### config.mk
export PLATFORM = sky130hd
export DESIGN_NAME = mult_div_unit
export DESIGN_NICKNAME = d
export VERILOG_FILES = /design/src/rtl/mult_div_unit.sv
export SDC_FILE = /design/constraint.sdc
export NUM_CORES = 1
export LEC_CHECK = 0
export CAP_MARGIN = 20
export CORE_MARGIN = 4
export CORE_UTILIZATION = 59
export CTS_CLUSTER_DIAMETER = 60
export DETAILED_ROUTE_END_ITERATION = 8
export PLACE_DENSITY = 0.88
export SLEW_MARGIN = 20
export SYNTH_ARGS = -nofsm -noshare
export SYNTH_HDL_FRONTEND = slang
export SYNTH_SLANG_ARGS = --single-unit
export TNS_END_PERCENT = 10
### constraint.sdc
create_clock -name clk -period 4 [get_ports clk]
set_input_delay 0.4 -clock clk [delete_from_list [all_inputs] [get_ports clk]]
set_output_delay 0.4 -clock clk [all_outputs]
set_load 0.05 [all_outputs]
### src/rtl/mult_div_unit.sv
// ---------------------------------------------------------------------------
// mult_div_unit
//
// Execute-stage iterative multiply/divide unit. It owns the architectural
// HI/LO registers. MULT/MULTU/DIV/DIVU run for a fixed latency:
//   - one latch cycle;
//   - WIDTH iteration cycles;
//   - one sign-fixup cycle.
// The pipeline is held through stall_req while an operation runs. MTHI/MTLO
// write HI/LO in a single cycle.
//
// Ports:
//   clk        input   1      rising-edge clock
//   rst        input   1      synchronous active-high reset
//   flush      input   1      synchronous abort of any in-flight operation
//   start      input   1      EX holds a SPECIAL-opcode instruction
//   funct      input   6      instruction funct field
//   operand_1  input   WIDTH  rs value (multiplicand / dividend / MTx source)
//   operand_2  input   WIDTH  rt value (multiplier / divisor)
//   stall_req  output  1      pipeline hold request
//   done       output  1      one-cycle pulse after HI/LO took a mul/div result
//   hi         output  WIDTH  architectural HI register
//   lo         output  WIDTH  architectural LO register
// ---------------------------------------------------------------------------
module mult_div_unit #(
    parameter int WIDTH = 32
) (
    input  logic             clk,
    input  logic             rst,
    input  logic             flush,
    input  logic             start,
    input  logic [5:0]       funct,
    input  logic [WIDTH-1:0] operand_1,
    input  logic [WIDTH-1:0] operand_2,
    output logic             stall_req,
    output logic             done,
    output logic [WIDTH-1:0] hi,
    output logic [WIDTH-1:0] lo
);

    localparam logic [5:0] FUNCT_MTHI  = 6'h11;
    localparam logic [5:0] FUNCT_MTLO  = 6'h13;
    localparam logic [5:0] FUNCT_MULT  = 6'h18;
    localparam logic [5:0] FUNCT_MULTU = 6'h19;
    localparam logic [5:0] FUNCT_DIV   = 6'h1A;
    localparam logic [5:0] FUNCT_DIVU  = 6'h1B;

    localparam logic [1:0] S_IDLE = 2'd0;
    localparam logic [1:0] S_MUL  = 2'd1;
    localparam logic [1:0] S_DIV  = 2'd2;
    localparam logic [1:0] S_FIX  = 2'd3;

    localparam int CNT_W = (WIDTH > 1) ? $clog2(WIDTH) : 1;
    localparam logic [CNT_W-1:0] LAST_ITER = CNT_W'(WIDTH - 1);

    logic [1:0]         state;
    logic [CNT_W-1:0]   count;
    // Shared 2*WIDTH working register:
    //   mul: {partial product, remaining multiplier bits};
    //   div: {partial remainder, dividend/quotient bits}.
    logic [2*WIDTH-1:0] acc;
    // Multiplicand for mul, divisor for div (both as magnitudes).
    logic [WIDTH-1:0]   operand_b;
    logic               neg_q;
    logic               neg_r;
    logic               is_div;

    logic               op_mul;
    logic               op_div;
    logic               op_signed;
    logic               div_zero;
    logic [WIDTH-1:0]   mag_1;
    logic [WIDTH-1:0]   mag_2;

    logic [WIDTH:0]     mul_sum;
    logic [2*WIDTH-1:0] mul_next;
    logic [WIDTH:0]     div_shift;
    logic [WIDTH:0]     div_diff;
    logic [2*WIDTH-1:0] div_next;

    logic [2*WIDTH-1:0] fix_prod;
    logic [WIDTH-1:0]   fix_quo;
    logic [WIDTH-1:0]   fix_rem;

    // Instruction decode and operand magnitudes for the latch cycle.
    // Signed operations work on magnitudes; the sign is restored in FIX.
    always_comb begin
        op_mul    = (funct == FUNCT_MULT) || (funct == FUNCT_MULTU);
        op_div    = (funct == FUNCT_DIV)  || (funct == FUNCT_DIVU);
        op_signed = (funct == FUNCT_MULT) || (funct == FUNCT_DIV);
        div_zero  = (operand_2 == '0);
        mag_1     = (op_signed && operand_1[WIDTH-1]) ? -operand_1 : operand_1;
        mag_2     = (op_signed && operand_2[WIDTH-1]) ? -operand_2 : operand_2;
    end

    // Hold the pipeline for the whole operation. This includes the cycle in
    // which the operation is first presented. HI/LO are readable again in the
    // cycle where done is high.
    always_comb begin
        stall_req = 1'b0;
        if (state != S_IDLE) begin
            stall_req = 1'b1;
        end else if (start && (op_mul || op_div)) begin
            stall_req = 1'b1;
        end
    end

    // One radix-2 shift-add step.
    // The low bit of acc is the current multiplier bit. The carry out of the
    // add shifts into the top of acc.
    always_comb begin
        mul_sum  = {1'b0, acc[2*WIDTH-1:WIDTH]} + (acc[0] ? {1'b0, operand_b} : '0);
        mul_next = {mul_sum, acc[WIDTH-1:1]};
    end

    // One restoring-division step.
    // Shift the next dividend bit into the partial remainder, then trial-
    // subtract the divisor. A non-negative difference sets the quotient bit and
    // is kept. The shifted remainder can use WIDTH+1 bits, so the trial is done
    // at that width.
    always_comb begin
        div_shift = acc[2*WIDTH-1:WIDTH-1];
        div_diff  = div_shift - {1'b0, operand_b};
        if (!div_diff[WIDTH]) begin
            div_next = {div_diff[WIDTH-1:0], acc[WIDTH-2:0], 1'b1};
        end else begin
            div_next = {div_shift[WIDTH-1:0], acc[WIDTH-2:0], 1'b0};
        end
    end

    // Final two's-complement fixup.
    // The quotient and remainder are negated independently of each other.
    always_comb begin
        fix_prod = neg_q ? -acc : acc;
        fix_quo  = neg_q ? -acc[WIDTH-1:0] : acc[WIDTH-1:0];
        fix_rem  = neg_r ? -acc[2*WIDTH-1:WIDTH] : acc[2*WIDTH-1:WIDTH];
    end

    // Main sequencer and HI/LO ownership.
    // rst beats flush, and flush beats everything else. A flush drops the
    // operation in flight and any start in the same cycle, including MTHI/MTLO.
    always_ff @(posedge clk) begin
        if (rst) begin
            state     <= S_IDLE;
            count     <= '0;
            acc       <= '0;
            operand_b <= '0;
            neg_q     <= 1'b0;
            neg_r     <= 1'b0;
            is_div    <= 1'b0;
            hi        <= '0;
            lo        <= '0;
            done      <= 1'b0;
        end else begin
            done <= 1'b0;
            if (flush) begin
                state <= S_IDLE;
                count <= '0;
            end else begin
                case (state)
                    S_IDLE: begin
                        if (start) begin
                            if (op_mul) begin
                                acc       <= {{WIDTH{1'b0}}, mag_2};
                                operand_b <= mag_1;
                                neg_q     <= op_signed && (operand_1[WIDTH-1] ^ operand_2[WIDTH-1]);
                                neg_r     <= 1'b0;
                                is_div    <= 1'b0;
                                count     <= '0;
                                state     <= S_MUL;
                            end else if (op_div) begin
                                // With a zero divisor, restoring division yields
                                // an all-ones quotient and the dividend as the
                                // remainder. Latching the raw dividend with the
                                // fixup disabled makes HI the original operand_1.
                                acc       <= {{WIDTH{1'b0}}, div_zero ? operand_1 : mag_1};
                                operand_b <= mag_2;
                                neg_q     <= !div_zero && op_signed &&
                                             (operand_1[WIDTH-1] ^ operand_2[WIDTH-1]);
                                neg_r     <= !div_zero && op_signed && operand_1[WIDTH-1];
                                is_div    <= 1'b1;
                                count     <= '0;
                                state     <= S_DIV;
                            end else if (funct == FUNCT_MTHI) begin
                                hi <= operand_1;
                            end else if (funct == FUNCT_MTLO) begin
                                lo <= operand_1;
                            end
                        end
                    end
                    S_MUL: begin
                        acc <= mul_next;
                        if (count == LAST_ITER) begin
                            count <= '0;
                            state <= S_FIX;
                        end else begin
                            count <= count + CNT_W'(1);
                        end
                    end
                    S_DIV: begin
                        acc <= div_next;
                        if (count == LAST_ITER) begin
                            count <= '0;
                            state <= S_FIX;
                        end else begin
                            count <= count + CNT_W'(1);
                        end
                    end
                    S_FIX: begin
                        if (is_div) begin
                            lo <= fix_quo;
                            hi <= fix_rem;
                        end else begin
                            {hi, lo} <= fix_prod;
                        end
                        done  <= 1'b1;
                        state <= S_IDLE;
                    end
                    default: begin
                        state <= S_IDLE;
                        count <= '0;
                    end
                endcase
            end
        end
    end

endmodule

==> reports/results.txt <==
Status = finished clean
Worst-margin pin slew = 1070 ps
Placement row count = 58
Max IR drop VDD = 0.221 mV
Setup violators final = 0
Synth Flop Type = dfxtp_1
P_int = 0.00292 W
Vias per inst = 6.79
Clk pwr share = 41.0%
Tot Pwr = 0.00443 W
Die X = 168 um
Simple-gate portion of the synthesized area = 21.9%
CP peak stage delay = 710 ps
Initial antenna violation count = 1
Synth Area in XOR/XNOR = 11.5%
Vias in the first global route = 16,000
Area of the die = 28,400 um2
Share of layout cells above drive strength 1 = 7.92%
N_diodes = 0
Initial core utilization = 60.1%
Final hold vios = 0
Total CTS buffers = 17
Final Max Tran Viols = 0
Iteration-0 DRC Markers = 2,839
I/O pin total = 140
Psw = 0.00150 W
Routed WL = 61,500 um
Yosys warnings = 0
CP delay by family, top = compound AO/OA/AOI/OAI gates
Register area share after synthesis = 22.6%
Largest family of logic cells by synthesized area = compound AO/OA/AOI/OAI gates
Area grow syn2layout = 17.4%
CP startpoint kind = register
CP max-delay cell = dfxtp_1
Minimum clock period = 3820 ps
Max-Cap Viols = 0
Data arrival, critical path = 4140 ps
Clk root buf = clkbuf_16
Final Skew = 17.9 ps
Post-Syn Area = 15,200 um2
Max FO, Critical Path = 16
Hold_ws = 457 ps
Post-synth EDFFs = 0
Avg WL per Cell = 24.0 um
Grt ovf = 0
CP required = 4320 ps
Mapped Cells = 2,110
First-pass GRT wire length = 92,900 um
Clock transition at path regs = 90 ps
Flop2flop setup slack = 180 ps
CP Cell Sequence = ha_1 -> a21oi_1 -> nor2_1 -> a211oi_1 -> o31a_1 -> a211oi_1 -> buf_4 -> a21oi_1 -> xnor2_2 -> buf_4 -> buf_12 -> and2_1 -> buf_4 -> a222oi_1 -> a221oi_1
Fin util = 70.6%
Post-synthesis adder-cell area fraction = 6.36%
Comb power frac = 19.6%
Fin crit share = 95.6%
Max Fclk = 261 MHz
Max Buffers Root-to-Sink = 2
Crit. End Element = register
Post-Syn Nets = 2,260
Syn_area_per_cell = 7.19 um2
Post-synth cell types = 84
Overall Global Routing Usage = 41.5%
Post-route ant nets = 0
TritonCTS clock tree = yes
Pin count of the biggest net entering global routing = 86
Reg power frac = 39.4%
Leakage = 7.08 nW
Final net count = 2,373
Proportion of synthesized area in mux cells = 2.28%
Switching Share = 33.9%
PortBufs = 139
CP Buf/Inv Count = 4
H-Tree Level Count = 4
Flops & latches, synth = 171
Setup TNS = 0 ps
CP dominant cell by count = buf_4
Worst-Skew Late Latency = 460 ps
Async SR Flop Fraction = 0%
Height of the die = 168 um
Post-synthesis compound-gate area fraction = 29.3%
Placed cell count = 2,533
Power Density = 248 nW/um2
Placeable Area = 25,300 um2
Fin cells = 2,566
Via count = 17,400
Pre-Repair DR Iteration Count = 9
Critical path type = register to register
Post-DP HPWL = 47,400 um
RSZ-0062 raised after global routing = false
GPL Wtd Cong = 1.05
Drc violations = 0
Sink Count = 171
Worst min path class = input port to register
Max-slew headroom = 29.0%
[cells by family (layout without fill, tap and decap cells)]
kind of cell             Yosys count  in the layout
buffers and inverters            219            345
multiplexers                      34             34
adder cells (fa/ha/maj)           76             76
AO/OA/AOI/OAI                    689            689
AND/OR/NAND/NOR                  721            721
XOR/XNOR                         200            200
flip-flops                       171            171
[cells in the final DEF (no fill, tap or decap), types with 9 or more instances in the layout]
cell type and instances:
dfxtp_1 171, a221oi_1 9, a31oi_1 10, o41ai_1 9, nand3_1 39, nor2_1 266
o211ai_1 47, buf_4 97, a221o_1 12, or3_1 24, and3_1 18, a21o_1 30
mux2i_1 29, a211oi_1 78, a22o_1 18, nand2_1 207, nand4_1 9, o31ai_1 23
nor4_1 14, xnor2_1 97, ha_1 73, clkbuf_16 17, inv_1 74, xor2_1 102
or4_1 13, and2_1 9, nor3_1 52, nand2b_1 12, nor2b_1 13, o21a_1 9
clkdlybuf4s50_1 138, a22oi_1 34, o21ai_0 111, a21oi_1 230
[flip-flops by register name, indices dropped and copies added, names as in the netlist]
signal and count:
acc 64, hi 32, lo 32, operand_b 32, count 5, state 2
done 1, is_div 1, neg_q 1, neg_r 1
[per-stage QoR]
| step | area [um2] | setup slack (ps) |
|---|---|---|
| 2_1_floorplan | 15200 | 403 |
| 5_1_grt | 17800 | 5.76 |
| 6_report | 17800 | 175 |
| 3_3_place_gp | 17200 | 396 |
| 3_5_place_dp | 17200 | 282 |
| 4_1_cts | 17800 | 274 |
[area by class of cell]
type,count,area (um2)
Clock inverter,15,209
Sequential cell,171,3420
Timing Repair Buffer,239,2190
Fill cell,2122,7440
Inverter,74,278
Tap cell,330,413
Multi-Input combinational cell,1720,10900
Clock buffer,17,425
[synth_stat cells, types with 10 or more instances]
cell type,instances,share of area [%]
a211oi_1,78,3.9
a21o_1,30,1.5
a21oi_1,230,7.6
a221o_1,12,0.79
a22o_1,18,1.0
a22oi_1,34,1.7
a31oi_1,10,0.41
and3_1,18,0.74
clkbuf_1,119,2.9
dfxtp_1,171,23
ha_1,74,6.1
inv_1,74,1.8
mux2i_1,29,1.9
nand2_1,207,5.1
nand2b_1,14,0.58
nand3_1,39,1.3
nor2_1,269,6.7
nor2b_1,13,0.54
nor3_1,52,1.7
nor4_1,14,0.58
o211ai_1,47,2.3
o21a_1,10,0.49
o21ai_0,113,3.7
o31ai_1,23,1.1
or3_1,24,0.99
or4_1,13,0.64
xnor2_1,98,5.7
xor2_1,102,5.9
[what timing repair did]
action,in CTS,in global routing
resized for setup,0,4
setup buffers,0,1
endpoints found under the setup margin,0,6
hold buffers,0,0
[layer usage]
| layer | routed length (um) | track usage, % |
|---|---|---|
| met1 | 24400 | 57.7 |
| met2 | 24400 | 58.1 |
| met3 | 9460 | 13.4 |
| met4 | 3150 | 18.8 |
| met5 | 80 | 2.96 |
[power by group through the flow]
stage / Clock, W / Sequential [W] / Combinational, W
after floorplan: 0 / 0.00183 / 0.000433
after global placement: 0 / 0.00178 / 0.000815
after detailed placement: 0 / 0.00178 / 0.000825
after CTS: 0.00179 / 0.00174 / 0.000831
after global routing: 0.00185 / 0.00174 / 0.000905
final: 0.00181 / 0.00174 / 0.000868
[final timing paths]
check	end	from	cells after the start
worst max register to register	acc[61]$_SDFFE_PP0P_	acc[40]$_SDFFE_PP0P_	15
worst min-delay path	lo[0]$_SDFFE_PP0P_	rst	2
worst min register to register	operand_b[28]$_SDFFE_PP0P_	operand_b[28]$_SDFFE_PP0P_	2
worst max-delay path	acc[61]$_SDFFE_PP0P_	acc[40]$_SDFFE_PP0P_	15
No activity file was read; power rests on OpenSTA's default activity.
==> edit 1 (same settings) <==
The parameter `WIDTH` goes from 32 to 16.
--- a/src/rtl/mult_div_unit.sv
+++ b/src/rtl/mult_div_unit.sv
@@ -23,7 +23,7 @@
 //   lo         output  WIDTH  architectural LO register
 // ---------------------------------------------------------------------------
 module mult_div_unit #(
-    parameter int WIDTH = 32
+    parameter int WIDTH = 16
 ) (
     input  logic             clk,
     input  logic             rst,
Interface: changed (resized hi, lo, operand_1 and operand_2); port bits go from 140 to 76. No check against the original RTL was run, so the function may have changed too.
==> edit 1 against the original RTL <==
  * Sequential share of layout area grew 1.2 points
  * Routed wire length shrank 62%
  * Synthesized cell count shrank 51%
  * Area after synthesis shrank 49%
  * Global-route usage shrank 11 points
  * Via count shrank 54%
  * Total power shrank 50%
  * Clock skew shrank 9.4 ps
  * Sequential cell count shrank 81
  * Combinational power shrank 58%
  * Worst setup slack gained 580 ps
  * Cell area shrank 50%
  * Cell count shrank 51%
  * Critical endpoint is now acc[30]
  * Largest cell class unchanged
  * Highest routed layer is now met4
==> edit 1: results (changes against the original RTL) <==
| Metric | Value |
|---|---|
| Initial drt markers | 994 (was 2839) |
| M3 GR Usage | 6.59% (was 13.4%) |
| All-Layer GR Usage | 30.6% (was 41.5%) |
| Uppermost layer routed | met4 (was met5) |
| Vias in the first global route | 7127 (was 16000) |
| Outcome | finished, final reports clean (unchanged) |
| Largest net degree at the start of global routing | 50 (was 86) |
| Fillers | 1063 (was 2122) |
| Post-Route M1 WL | 9430 µm (was 24400 µm) |
| Initial DRT Pass Iterations | 5 (was 9) |
| Dpl cells | 1241 (was 2533) |
| Slowest cell on crit path | a211oi_1 (was dfxtp_1) |
| Top cells by count, synth | nor2_1 (164), a21oi_1 (100), dfxtp_1 (90) (was nor2_1 (269), a21oi_1 (230), nand2_1 (207)) |
| Post-synthesis sequential area ratio | 23.4% (was 22.6%) |
| Routed via count | 8070 (was 17400) |
| Met2 usage | 48.0% (was 58.1%) |
| Met3 wire len | 2550 µm (was 9460 µm) |
| HPWL Detailed | 17400 µm (was 47400 µm) |
| Pwr dens | 248 nW/µm² (about the same) |
| Hold Worst Slack | 452 ps (was 457 ps) |
| Non-filler cells, final | 1257 (was 2566) |
| Syn Inst Count | 1044 (was 2110) |
| I/O Buffers | 75 (was 139) |
| Depth of the worst register-to-register path | 12 (was 15) |
| Worst-Skew Late Latency | 360 ps (was 460 ps) |
| P_leak | 3.25 nW (was 7.08 nW) |
==> edit 1: logic make-up (layout without fill, tap and decap cells) <==
family | count (synthesis) | in the layout | synth area share [%]
buffers and inverters | 106 | 147 | 5.33
xor gates and xnor gates | 84 | 84 | 9.55
and+or+nand+nor | 370 | 370 | 22.6
adders and majority gates | 44 | 44 | 7.34
DFF | 90 | 90 | 23.4
muxes | 21 | 21 | 2.74
AOI/OAI and AO/OA | 329 | 329 | 29.0
==> edit 1: power by group <==
group	switching, mW	total [mW]	internal (mW)
logic	0.230	0.365	0.135
clock network	0.402	0.900	0.498
registers	0.0173	0.928	0.911
total	0.649	2.19	1.54
==> edit 1: layout make-up <==
cell class	count	share of cell area [%]
Timing Repair Buffer	90	9.71
Clock buffer	9	2.55
Clock inverter	7	0.949
Inverter	41	1.74
Multi-Input combinational cell	848	62.2
Sequential cell	90	20.4
Tap cell	172	2.44
==> edit 2 (config.mk and constraints unchanged) <==
Without the edit above. Set the localparam `FUNCT_DIVU` to 6'h10 (it was 6'h1B).
--- a/src/rtl/mult_div_unit.sv
+++ b/src/rtl/mult_div_unit.sv
@@ -43,7 +43,7 @@
     localparam logic [5:0] FUNCT_MULT  = 6'h18;
     localparam logic [5:0] FUNCT_MULTU = 6'h19;
     localparam logic [5:0] FUNCT_DIV   = 6'h1A;
-    localparam logic [5:0] FUNCT_DIVU  = 6'h1B;
+    localparam logic [5:0] FUNCT_DIVU  = 6'h10;
 
     localparam logic [1:0] S_IDLE = 2'd0;
     localparam logic [1:0] S_MUL  = 2'd1;
Formal check against the unedited RTL: not equivalent (Yosys sat finds a counterexample within 4 cycles, from zero or initial values and one cycle with rst high).
==> edit 2 against the original RTL <==
  * Cell count up 0.51%
  * Sequential cell count unchanged
  * First-iteration DRC count up 11%
  * Global-route usage up 0.40 points
  * Area after synthesis up 1.2%
  * Routed wire length up 1.6%
  * Total power down 3.6%
  * Die area up 1.1%
  * Worst setup slack better by 210 ps
  * Cell area up 0.38%
==> edit 2: results (changes against the original RTL) <==
| Metric | Value |
|---|---|
| Syn_nets | 2306 (was 2260) |
| Top cells by count, synth | nand2_1 (261), a21oi_1 (230), nor2_1 (196) (was nor2_1 (269), a21oi_1 (230), nand2_1 (207)) |
| Slew headroom | 35.4% (was 29.0%) |
| Vias in the first global route | 16500 (was 16000) |
| Fraction of layout cells with a size suffix above 1 | 7.07% (was 7.92%) |
| Clock Skew | 16.6 ps (was 17.9 ps) |
| Post-layout net count | 2385 (was 2373) |
| Worst-path clk slew | 70 ps (was 90 ps) |
| Outcome | finished, final reports clean (unchanged) |
| Initial drt markers | 3158 (was 2839) |
| Post-synthesis sequential area ratio | 22.3% (was 22.6%) |
| Syn Inst Count | 2156 (was 2110) |
| Post-synth cell types | 75 (was 84) |
| CP max stage delay | 400 ps (was 710 ps) |
| VDD IR max | 0.000298 V (was 0.000221 V) |
| Detailed-route vias per instance | 6.96 (was 6.79) |
| Reg2reg setup slack | 390 ps (was 180 ps) |
| Period utilisation layout | 90.4% (was 95.6%) |
| Initial antenna violation count | 0 (was 1) |
| First-pass GRT wire length | 95200 µm (was 92900 µm) |
| Routability congestion estimate | 0.993 (was 1.05) |
| Depth of the worst register-to-register path | 14 (was 15) |
| P_leak | 6.96 nW (was 7.08 nW) |
| CP arrival | 3920 ps (was 4140 ps) |
| HPWL Detailed | 47200 µm (was 47400 µm) |
| Largest fanout on the critical path | 13 (was 16) |
| Slowest cell on crit path | ha_1 (was dfxtp_1) |
| DP Area | 17300 µm² (was 17200 µm²) |
| Largest net degree at the start of global routing | 96 (was 86) |
| Worst Hold Depth | 2 (unchanged) |
| Dpl cells | 2546 (was 2533) |
| Dpl ws | 458 ps (was 282 ps) |
| Routed via count | 17900 (was 17400) |
edit 2: cell count changes after synthesis, sizes merged, moves of 14 or more:
cell    unedited run  this run
a22oi             34        20
nor2             270       196
o211ai            47        70
nand3             40        58
xnor2             98        84
clkbuf           128       155
a211oi            78        41
a31oi             10        35
nand2            207       261
or3               32        15
edit 2: path summary, 6_finish.rpt:
check | from | endpoint
worst max register to register | acc[0] | acc[51]
worst min register to register | operand_b[18] | operand_b[18]
worst min-delay path | rst | operand_b[1]
worst max-delay path | acc[0] | acc[51]
edit 2: per-layer routing:
metal	vias up	global-route usage, %	share of wire [%]
met3	298	11.2	14
li1	7962	-	-
met1	8275	57.8	39
met4	0	20.1	6.2
met2	1403	60.8	41
met5	-	0	0
edit 2: kinds of logic after synthesis:
kind of cell	Yosys count	share of synthesized area, %
buf+inv	235	5.88
compound gates	711	30.0
xor+xnor	192	11.0
simple gates	737	22.4
mux	34	2.22
flops	171	22.3
fa+ha+maj	76	6.29
edit 2: power by group:
| group | internal, mW | switching, mW | total (mW) |
|---|---|---|---|
| registers | 1.72 | 0.0151 | 1.73 |
| logic | 0.299 | 0.483 | 0.783 |
| clock network | 0.848 | 0.905 | 1.75 |
edit 2: area by class of cell:
type | instances | area [µm²]
Fill cell | 2210 | 7510
Multi-Input combinational cell | 1750 | 11100
Timing Repair Buffer | 231 | 2140
Sequential cell | 171 | 3420
Clock buffer | 17 | 425
Clock inverter | 15 | 174
Tap cell | 330 | 413
Inverter | 64 | 240
Antenna cell | 1 | 2.50
edit 2: worst reg2reg max path, cell delays in order (launching register included):
cell      delay (ps)
dfxtp_1          340
inv_1            360
buf_4            250
buf_4            170
nor2_1            60
ha_1             400
nand4_1          180
a211oi_1         280
a21oi_1          120
buf_4            170
o21ai_0          290
a21oi_1          150
xnor2_1          250
a22oi_1          140
o41ai_1          350
